[src/rtl/param_register_bank.sv]
// Register file with two combinational read ports, one clocked write port and a
// handshaked dump engine that streams every register as an index/data pair.
module param_register_bank #(
  parameter int DATA_WIDTH = 32,
  parameter int ADDR_WIDTH = 5,
  parameter int ZERO_REG   = 1,
  parameter int BYPASS     = 1
) (
  input  logic                  clk,
  input  logic                  reset,
  input  logic [ADDR_WIDTH-1:0] r1,
  input  logic [ADDR_WIDTH-1:0] r2,
  output logic [DATA_WIDTH-1:0] d1,
  output logic [DATA_WIDTH-1:0] d2,
  input  logic [ADDR_WIDTH-1:0] write_reg,
  input  logic [DATA_WIDTH-1:0] write_data,
  input  logic                  reg_write_flag,
  input  logic                  dump_start,
  output logic                  dump_valid,
  input  logic                  dump_ready,
  output logic [ADDR_WIDTH-1:0] dump_index,
  output logic [DATA_WIDTH-1:0] dump_data,
  output logic                  dump_busy,
  output logic                  dump_done
);

  localparam int DEPTH = 2 ** ADDR_WIDTH;
  localparam logic [ADDR_WIDTH-1:0] LAST_IDX = ADDR_WIDTH'(DEPTH - 1);

  typedef enum logic [1:0] {
    IDLE = 2'd0,
    SEND = 2'd1,
    DONE = 2'd2
  } state_t;

  logic [DATA_WIDTH-1:0] bank_q [DEPTH];
  logic [DATA_WIDTH-1:0] bank_d [DEPTH];
  state_t                state_q, state_d;
  logic [ADDR_WIDTH-1:0] idx_q, idx_d;
  logic [DATA_WIDTH-1:0] data_q, data_d;
  logic                  write_en;

  assign write_en = reg_write_flag && !((ZERO_REG != 0) && (write_reg == '0));

  // Read view of a register; with byp set, an in-flight write is visible (write-first).
  function automatic logic [DATA_WIDTH-1:0] view(input logic [ADDR_WIDTH-1:0] a,
                                                 input logic byp);
    if ((ZERO_REG != 0) && (a == '0)) begin
      return '0;
    end
    if (byp && reg_write_flag && (write_reg == a)) begin
      return write_data;
    end
    return bank_q[a];
  endfunction

  always_comb begin
    bank_d = bank_q;
    if (write_en) begin
      bank_d[write_reg] = write_data;
    end
  end

  always_ff @(posedge clk or posedge reset) begin
    if (reset) begin
      for (int i = 0; i < DEPTH; i++) begin
        bank_q[i] <= '0;
      end
    end else begin
      bank_q <= bank_d;
    end
  end

  always_comb begin
    d1 = view(r1, BYPASS != 0);
    d2 = view(r2, BYPASS != 0);
  end

  // Dump snapshots always see a same-edge write, independent of the read bypass.
  always_comb begin
    state_d = state_q;
    idx_d   = idx_q;
    data_d  = data_q;
    case (state_q)
      IDLE: begin
        if (dump_start) begin
          state_d = SEND;
          idx_d   = '0;
          data_d  = view('0, 1'b1);
        end
      end
      SEND: begin
        if (dump_ready) begin
          if (idx_q == LAST_IDX) begin
            state_d = DONE;
            idx_d   = '0;
            data_d  = '0;
          end else begin
            idx_d  = idx_q + ADDR_WIDTH'(1);
            data_d = view(idx_q + ADDR_WIDTH'(1), 1'b1);
          end
        end
      end
      DONE: begin
        state_d = IDLE;
      end
      default: begin
        state_d = IDLE;
        idx_d   = '0;
        data_d  = '0;
      end
    endcase
  end

  always_ff @(posedge clk or posedge reset) begin
    if (reset) begin
      state_q <= IDLE;
      idx_q   <= '0;
      data_q  <= '0;
    end else begin
      state_q <= state_d;
      idx_q   <= idx_d;
      data_q  <= data_d;
    end
  end

  assign dump_valid = (state_q == SEND);
  assign dump_busy  = (state_q != IDLE);
  assign dump_done  = (state_q == DONE);
  assign dump_index = idx_q;
  assign dump_data  = data_q;

endmodule

[config.mk]
export PLATFORM = sky130hd
export DESIGN_NAME = param_register_bank
export DESIGN_NICKNAME = d
export VERILOG_FILES = /design/src/rtl/param_register_bank.sv
export SDC_FILE = /design/constraint.sdc
export NUM_CORES = 2
export LEC_CHECK = 0
export BUFFER_PORTS_ARGS = -buffer_cell sky130_fd_sc_hd__buf_4
export CAP_MARGIN = 5
export CORE_ASPECT_RATIO = 2
export CORE_UTILIZATION = 60
export CTS_CLUSTER_DIAMETER = 60
export DETAILED_ROUTE_END_ITERATION = 10
export PLACE_DENSITY = 0.77
export SKIP_CTS_REPAIR_TIMING = 1
export SLEW_MARGIN = 20
export SYNTH_ARGS = -nofsm -noshare
export SYNTH_HDL_FRONTEND = slang
export SYNTH_SLANG_ARGS = --single-unit
[constraint.sdc]
create_clock -name clk -period 43.2 [get_ports clk]
set_input_delay 0 -clock clk [delete_from_list [all_inputs] [get_ports clk]]
set_output_delay 0 -clock clk [all_outputs]
set_load 0.1 [all_outputs]
# --- Word-level counts from Yosys, hierarchy flattened ---
# Cells that the tools add are included.
word_totals:
  output_inout_bits: 104
  register_bits: 1063
  word_cells: 120
op_classes:
  n_reduce_logical: 14
  n_eq_ne: 9
  n_lt_le_gt_ge: 5
  n_mux: 51
  bitwise_logic: 5
  add_sub_neg: 1
ops:
  columns: ["operator", "count"]
  rows:
  - ["$bwmux W1024", 1]
  - ["$mux W32", 22]
  - ["$bmux W32 S5", 3]
  - ["$demux W32 S5", 1]
  - ["$pmux W32 S3", 1]
  - ["$ge A6 B6 Y1 const B", 4]
  - ["$not A5 Y6", 4]
  - ["$logic_not A5 Y1", 4]
  - ["$eq A5 B5 Y1", 3]
  - ["$mux W1", 15]
  - ["$mux W5", 3]
  - ["$pmux W5 S3", 1]
  - ["$lt A6 B1 Y1 const B", 1]
  - ["$mux W2", 3]
  - ["$reduce_and A3 Y1", 2]
  - ["$add A5 B1 Y5 const B", 1]
  - ["$eq A5 B5 Y1 const B", 1]
  - ["$logic_and A1 B1 Y1", 5]
  - ["$ne A2 B1 Y1 const B", 2]
  - ["$pmux W2 S2", 1]
  - ["$eq A2 B1 Y1 const B", 1]
  - ["$eq A2 B2 Y1 const B", 1]
  - ["$logic_not A2 Y1", 1]
  - ["$ne A2 B2 Y1 const B", 1]
  - ["other kinds (3)", 3]

# --- Longest topological paths before layout ---
depth:
  ltp_word: 15
  ltp_mapped: 10

# --- Worst setup path before layout ---
# Ideal clock, no wire load.
synth_path:
  path_kind: "input to output"
  from: "in r1[0]"
  to: "out d1[15]"
  t_arrival_ns: 3.563
  path_stages: 9
  path_buffers: 4
  path_slack_ns: 39.637
  path_cell_list: "buf_6 buf_6 buf_8 buf_8 mux2i_1 a221oi_1 o21a_1 a221oi_1 a221oi_1"
synth_between:
  elab_chain_cells: 6
  word_cells_on_any_way: 13
synth_rtl:
  columns: ["item", "line", "rtl"]
  rows:
  - ["start: declaration", "11", "input logic [ADDR_WIDTH-1:0] r1,"]
  - ["$not A5 Y6 (implied by the code) or $eq A5 B5 Y1 (tied branches)", "54, 51", null]
  - ["$bmux W32 S5 or $logic_and A1 B1 Y1 (tied branches)", "54, 51", null]
  - ["$mux W32 (implied by the code) or $mux W1 (tied branches) (2 in a row)", "54, 51", null]
  - ["$mux W32", "54", "return bank_q[a];"]
  - ["$mux W32 (*)", "51", "if (byp && reg_write_flag && (write_reg == a)) begin"]
  - ["end: declaration", "13", "output logic [DATA_WIDTH-1:0] d1,"]
# Every way passes the cells marked *; elsewhere a longest branch is shown, timed or not. The select of a mux whose other input is x is not followed.

# --- Worst setup path after layout ---
layout_path:
  from: "reg idx_q[0] (netlist: dump_index[0])"
  to: "reg data_q[26] (netlist: dump_data[26])"
layout_between:
  elab_chain_cells: 13
  word_cells_on_any_way: 24
layout_rtl:
  columns: ["item", "line", "rtl"]
  rows:
  - ["start: declaration", "39", "logic [ADDR_WIDTH-1:0] idx_q, idx_d;"]
  - ["start signal: assignment", "122", "idx_q <= idx_d;"]
  - ["$add A5 B1 Y5", "100", "data_d = view(idx_q + ADDR_WIDTH'(1), 1'b1);"]
  - ["$eq A5 B5 Y1", "51", null]
  - ["$logic_and A1 B1 Y1", "51", null]
  - ["$mux W1 (2 in a row)", "51", null]
  - ["$mux W1", "94", "if (idx_q == LAST_IDX) begin"]
  - ["$mux W1", "93", "if (dump_ready) begin"]
  - ["$mux W1", "84", "case (state_q)"]
  - ["$mux W32", "54", null]
  - ["$mux W32", "51", null]
  - ["$mux W32 (*)", "94", null]
  - ["$mux W32 (*)", "93", null]
  - ["$pmux W32 S3 (*)", "84", null]
  - ["end signal: assignment", "123", "data_q <= data_d;"]
  - ["end: declaration", "40", "logic [DATA_WIDTH-1:0] data_q, data_d;"]
# Marked as above.
# A chain may end at the register's enable or synchronous reset.

==> run metrics <==
min-delay worst type=input port to asynchronous set/reset pin; worst rel slew slack=roughly 14%; routability-driven placement congestion ratio=0.910; io pins=approximately 160; final hold slack=-38.4 ps; total overflow reported by the global router=0; Final Max Tran Viols=0; net count of the finished layout=~4400; cell types occupying the most area after synthesis=sky130_fd_sc_hd__dfrtp_1 (40%), sky130_fd_sc_hd__mux4_2 (25%), sky130_fd_sc_hd__mux2_2 (18%); Max VDD drop=between 0.09 and 0.1 mV; number of antenna violations at the first check in global routing=22; routed metal-1 wirelength=between 70000 and 80000 µm; CP arrival=roughly 6400 ps; count of H-tree levels built during CTS=3; initial cell density of the core=between 60 and 70%; Post-Syn Instances=4499; total power draw=approximately 3.8 mW; areal power density over the cells=roughly 53 nW/µm²; routed len/inst=roughly 40 µm; largest clock skew in the final design=18.9 ps; Max Used Layer=met5; global router's overall resource usage=roughly 42%; Setup TNS Final=0 ps; top cell type's share of synthesized area=between 40% and 50%; clock sinks=roughly 1100; CP max FO=47; register-to-register setup slack=around 37000 ps; RSZ-0062 raised after global routing=false; DRC=0; actual transition at the worst max-transition pin=~1300 ps; Primary FF master, synth=sky130_fd_sc_hd__dfrtp_1; number of different library cells in the post-synthesis netlist=64; classification of the worst setup path=flop to flop; maximum number of pins on one net before global-route repair=~180; number of enable-type register cells in the synthesized netlist=0; synthesis-stage register bit count=between 1000 and 1500; Req. time, crit path=between 40000 and 50000 ps; static leakage=approximately 30 nW; Critical Path Most Common Cell=sky130_fd_sc_hd__buf_4; # Max-Cap Violations=0; row count=around 170; Crit path depth=8; post-detailed-route via-to-cell ratio=7.99; length of routed met2 wiring=108000 µm; clock tree from TritonCTS=yes; length in cells of the worst reg-to-reg path=8; vias after detailed routing=roughly 47000; endpoint class of the critical path=flop; post-route cell area=approximately 70000 µm²; Placed Area=around 67000 µm²; cell type with the highest aggregate area in the netlist=sky130_fd_sc_hd__dfrtp_1; DRC violation total after the first TritonRoute iteration=around 5800; failing checks=hold timing; count of synthesis-stage warnings from yosys=0; Area growth, synth to finish=7.89%; Post-Route WL=roughly 230000 µm; total nets after synthesis=4554; number of CTS-inserted buffers=97; met3 routed wirelength=between 20000 and 30000 µm; vertical extent of the die=471 µm; crit share post-route=a little over an eighth; wire length of the first global-routing pass=roughly 330000 µm; Critical Path Max Stage Delay=between 1000 and 1500 ps; CP cell instances=buf_4, nand3_1, xnor2_4, buf_4, and2_2, buf_4, a221oi_1, a32oi_1; I/O Buffers=155; fraction of registers with async set/reset=100%; Avg Synthesized Cell Area=roughly 15 µm²; clock slew at the register clock pins of the worst setup and hold paths=roughly 70 ps; clock latency on the worst-skew pair=around 740 ps; Bufs and invs on worst path=3; Slowest-stage cell, CP=sky130_fd_sc_hd__dfrtp_4; clk buf depth=3; worst setup timing slack at the placement stage=between 30000 and 40000 ps; end-of-flow core utilization=between 60% and 70%; Non-Filler Instances=approximately 5800; filler instances=7671; Post-DRT Antenna Nets=0; kind of start point of the critical path=flop; post-layout minimum cycle time=between 5000 and 6000 ps; Max Fclk=around 0.17 GHz; core area=~110000 µm²; minimum setup slack in the final design=roughly 37000 ps; detailed-placement wirelength estimate=roughly 140000 µm; sequential area share after synthesis=about two fifths; kind of cell adding the most delay to the critical path=buffers and inverters; final setup violation count=0; Mapped Area=66000 µm²; width of the chip=237 µm; Die Area=roughly 110000 µm²; hold violation count in the final report=41; master cell of the clock root buffer=sky130_fd_sc_hd__clkbuf_16; ratio of cells with drive above 1 in the final layout=about 52%; Placed Instances=5599; iteration count of the initial detailed-routing pass=6; via count of the first global-routing pass=about 48000; result of the run=complete, but fails checks
logic make-up (layout without fill, tap and decap cells):
| logic type | count (synthesis) | in the layout | synth area share (%) |
|---|---|---|---|
| multiplexers | 2105 | 2105 | 48.0 |
| other | 0 | 15 | 0 |
| flip-flops | 1063 | 1063 | 40.3 |
| adder cells (fa/ha/maj) | 3 | 3 | 0.0569 |
| AO/OA/AOI/OAI | 418 | 418 | 4.55 |
| AND/OR/NAND/NOR | 344 | 344 | 2.63 |
| XOR/XNOR | 18 | 18 | 0.271 |
| buffers and inverters | 548 | 477 | 4.16 |
tightest hold or removal path: cells and delay by family:
family   cells  cell delay [ps]
buf+inv      3             1190
synth_stat cells (3+ instances only):
master                        n
sky130_fd_sc_hd__nand3b_1    13
sky130_fd_sc_hd__nor3b_1     19
sky130_fd_sc_hd__o21ai_0     88
sky130_fd_sc_hd__nor3_1      77
sky130_fd_sc_hd__and2_1       4
sky130_fd_sc_hd__inv_1        8
sky130_fd_sc_hd__buf_8        7
sky130_fd_sc_hd__and3_1       5
sky130_fd_sc_hd__clkbuf_1   258
sky130_fd_sc_hd__a22oi_1      6
sky130_fd_sc_hd__buf_4       36
sky130_fd_sc_hd__mux2_2    1077
sky130_fd_sc_hd__a32oi_1     32
sky130_fd_sc_hd__mux2i_1    288
sky130_fd_sc_hd__buf_2      143
sky130_fd_sc_hd__nor2b_1     28
sky130_fd_sc_hd__and4_1       5
sky130_fd_sc_hd__nand2b_1     6
sky130_fd_sc_hd__or2_2        4
sky130_fd_sc_hd__a211o_1     11
sky130_fd_sc_hd__a221o_1     34
sky130_fd_sc_hd__nand3_1     19
sky130_fd_sc_hd__xor2_1       3
sky130_fd_sc_hd__a221oi_1    75
sky130_fd_sc_hd__buf_12       4
sky130_fd_sc_hd__a21oi_1     28
sky130_fd_sc_hd__a311oi_1    10
sky130_fd_sc_hd__a211oi_1    24
sky130_fd_sc_hd__a31oi_1     39
sky130_fd_sc_hd__o22ai_1     55
sky130_fd_sc_hd__nand2_1     69
sky130_fd_sc_hd__xnor2_1     13
sky130_fd_sc_hd__o2111a_1     3
sky130_fd_sc_hd__buf_6       30
sky130_fd_sc_hd__nor4_1       4
sky130_fd_sc_hd__buf_1       59
sky130_fd_sc_hd__ha_1         3
sky130_fd_sc_hd__mux4_2     738
sky130_fd_sc_hd__nor2_1      78
sky130_fd_sc_hd__dfrtp_1   1063
layer usage:
metal / track usage, % / up-vias
met5: 0.264 / -
met4: 34.8 / 18
met3: 11.9 / 1191
met2: 64.8 / 3469
met1: 49.0 / 24300
li1: - / 17600
layout make-up:
cell class,count,area (µm²),area share [%]
Multi-Input combinational cell,2888,37000,52.0
Sequential cell,1063,26600,37.4
Clock buffer,147,2980,4.19
Timing Repair Buffer,290,2420,3.40
Tap cell,1384,1730,2.43
Clock inverter,30,337,0.473
Inverter,10,47.5,0.0668
Antenna cell,15,37.5,0.0527
power by group:
| group | internal (mW) | leakage (nW) | switching [mW] |
|---|---|---|---|
| sequential | 1.19 | 13.6 | 0.205 |
| combinational | 0.693 | 14.4 | 0.771 |
| clock | 0.517 | 1.64 | 0.411 |
| total | 2.40 | 29.7 | 1.39 |
worst paths after layout:
check	start	end
min in group clk	dump_ready	state_q[1]
min	reset	bank_q[188]
max	dump_index[0]	dump_data[26]
max in group asynchronous	reset	bank_q[1004]
min reg2reg	bank_q[1011]	bank_q[1011]
max reg2reg	dump_index[0]	dump_data[26]
state kept, by name, indices dropped and copies added (netlist names):
name	cells
dump_index	5
dump_data	32
state_q	2
bank_q	1024
cells in the final DEF (no fill, tap or decap), types with 13 or more instances in the layout:
cell type | synthesis | final
sky130_fd_sc_hd__nor2_4 | 0 | 18
sky130_fd_sc_hd__nor3b_1 | 19 | 19
sky130_fd_sc_hd__nor3_1 | 77 | 77
sky130_fd_sc_hd__nand3_1 | 19 | 18
sky130_fd_sc_hd__clkbuf_8 | 0 | 24
sky130_fd_sc_hd__dfrtp_1 | 1063 | 1062
sky130_fd_sc_hd__mux2i_1 | 288 | 288
sky130_fd_sc_hd__buf_4 | 36 | 238
sky130_fd_sc_hd__mux2_2 | 1077 | 1077
sky130_fd_sc_hd__clkbuf_16 | 0 | 103
sky130_fd_sc_hd__diode_2 | 0 | 15
sky130_fd_sc_hd__nor2b_1 | 28 | 25
sky130_fd_sc_hd__o21ai_0 | 88 | 86
sky130_fd_sc_hd__dlygate4sd3_1 | 0 | 36
sky130_fd_sc_hd__a221oi_1 | 75 | 75
sky130_fd_sc_hd__clkinv_2 | 0 | 19
sky130_fd_sc_hd__a211oi_1 | 24 | 24
sky130_fd_sc_hd__o22ai_1 | 55 | 54
sky130_fd_sc_hd__a21oi_1 | 28 | 28
sky130_fd_sc_hd__clkbuf_1 | 258 | 20
sky130_fd_sc_hd__a32oi_1 | 32 | 32
sky130_fd_sc_hd__a31oi_1 | 39 | 39
sky130_fd_sc_hd__mux4_2 | 738 | 738
sky130_fd_sc_hd__nand2_1 | 69 | 54
sky130_fd_sc_hd__a221o_1 | 34 | 34
sky130_fd_sc_hd__nand3b_1 | 13 | 13
sky130_fd_sc_hd__nor2_1 | 78 | 59
Power figures use the tool's default switching activity.
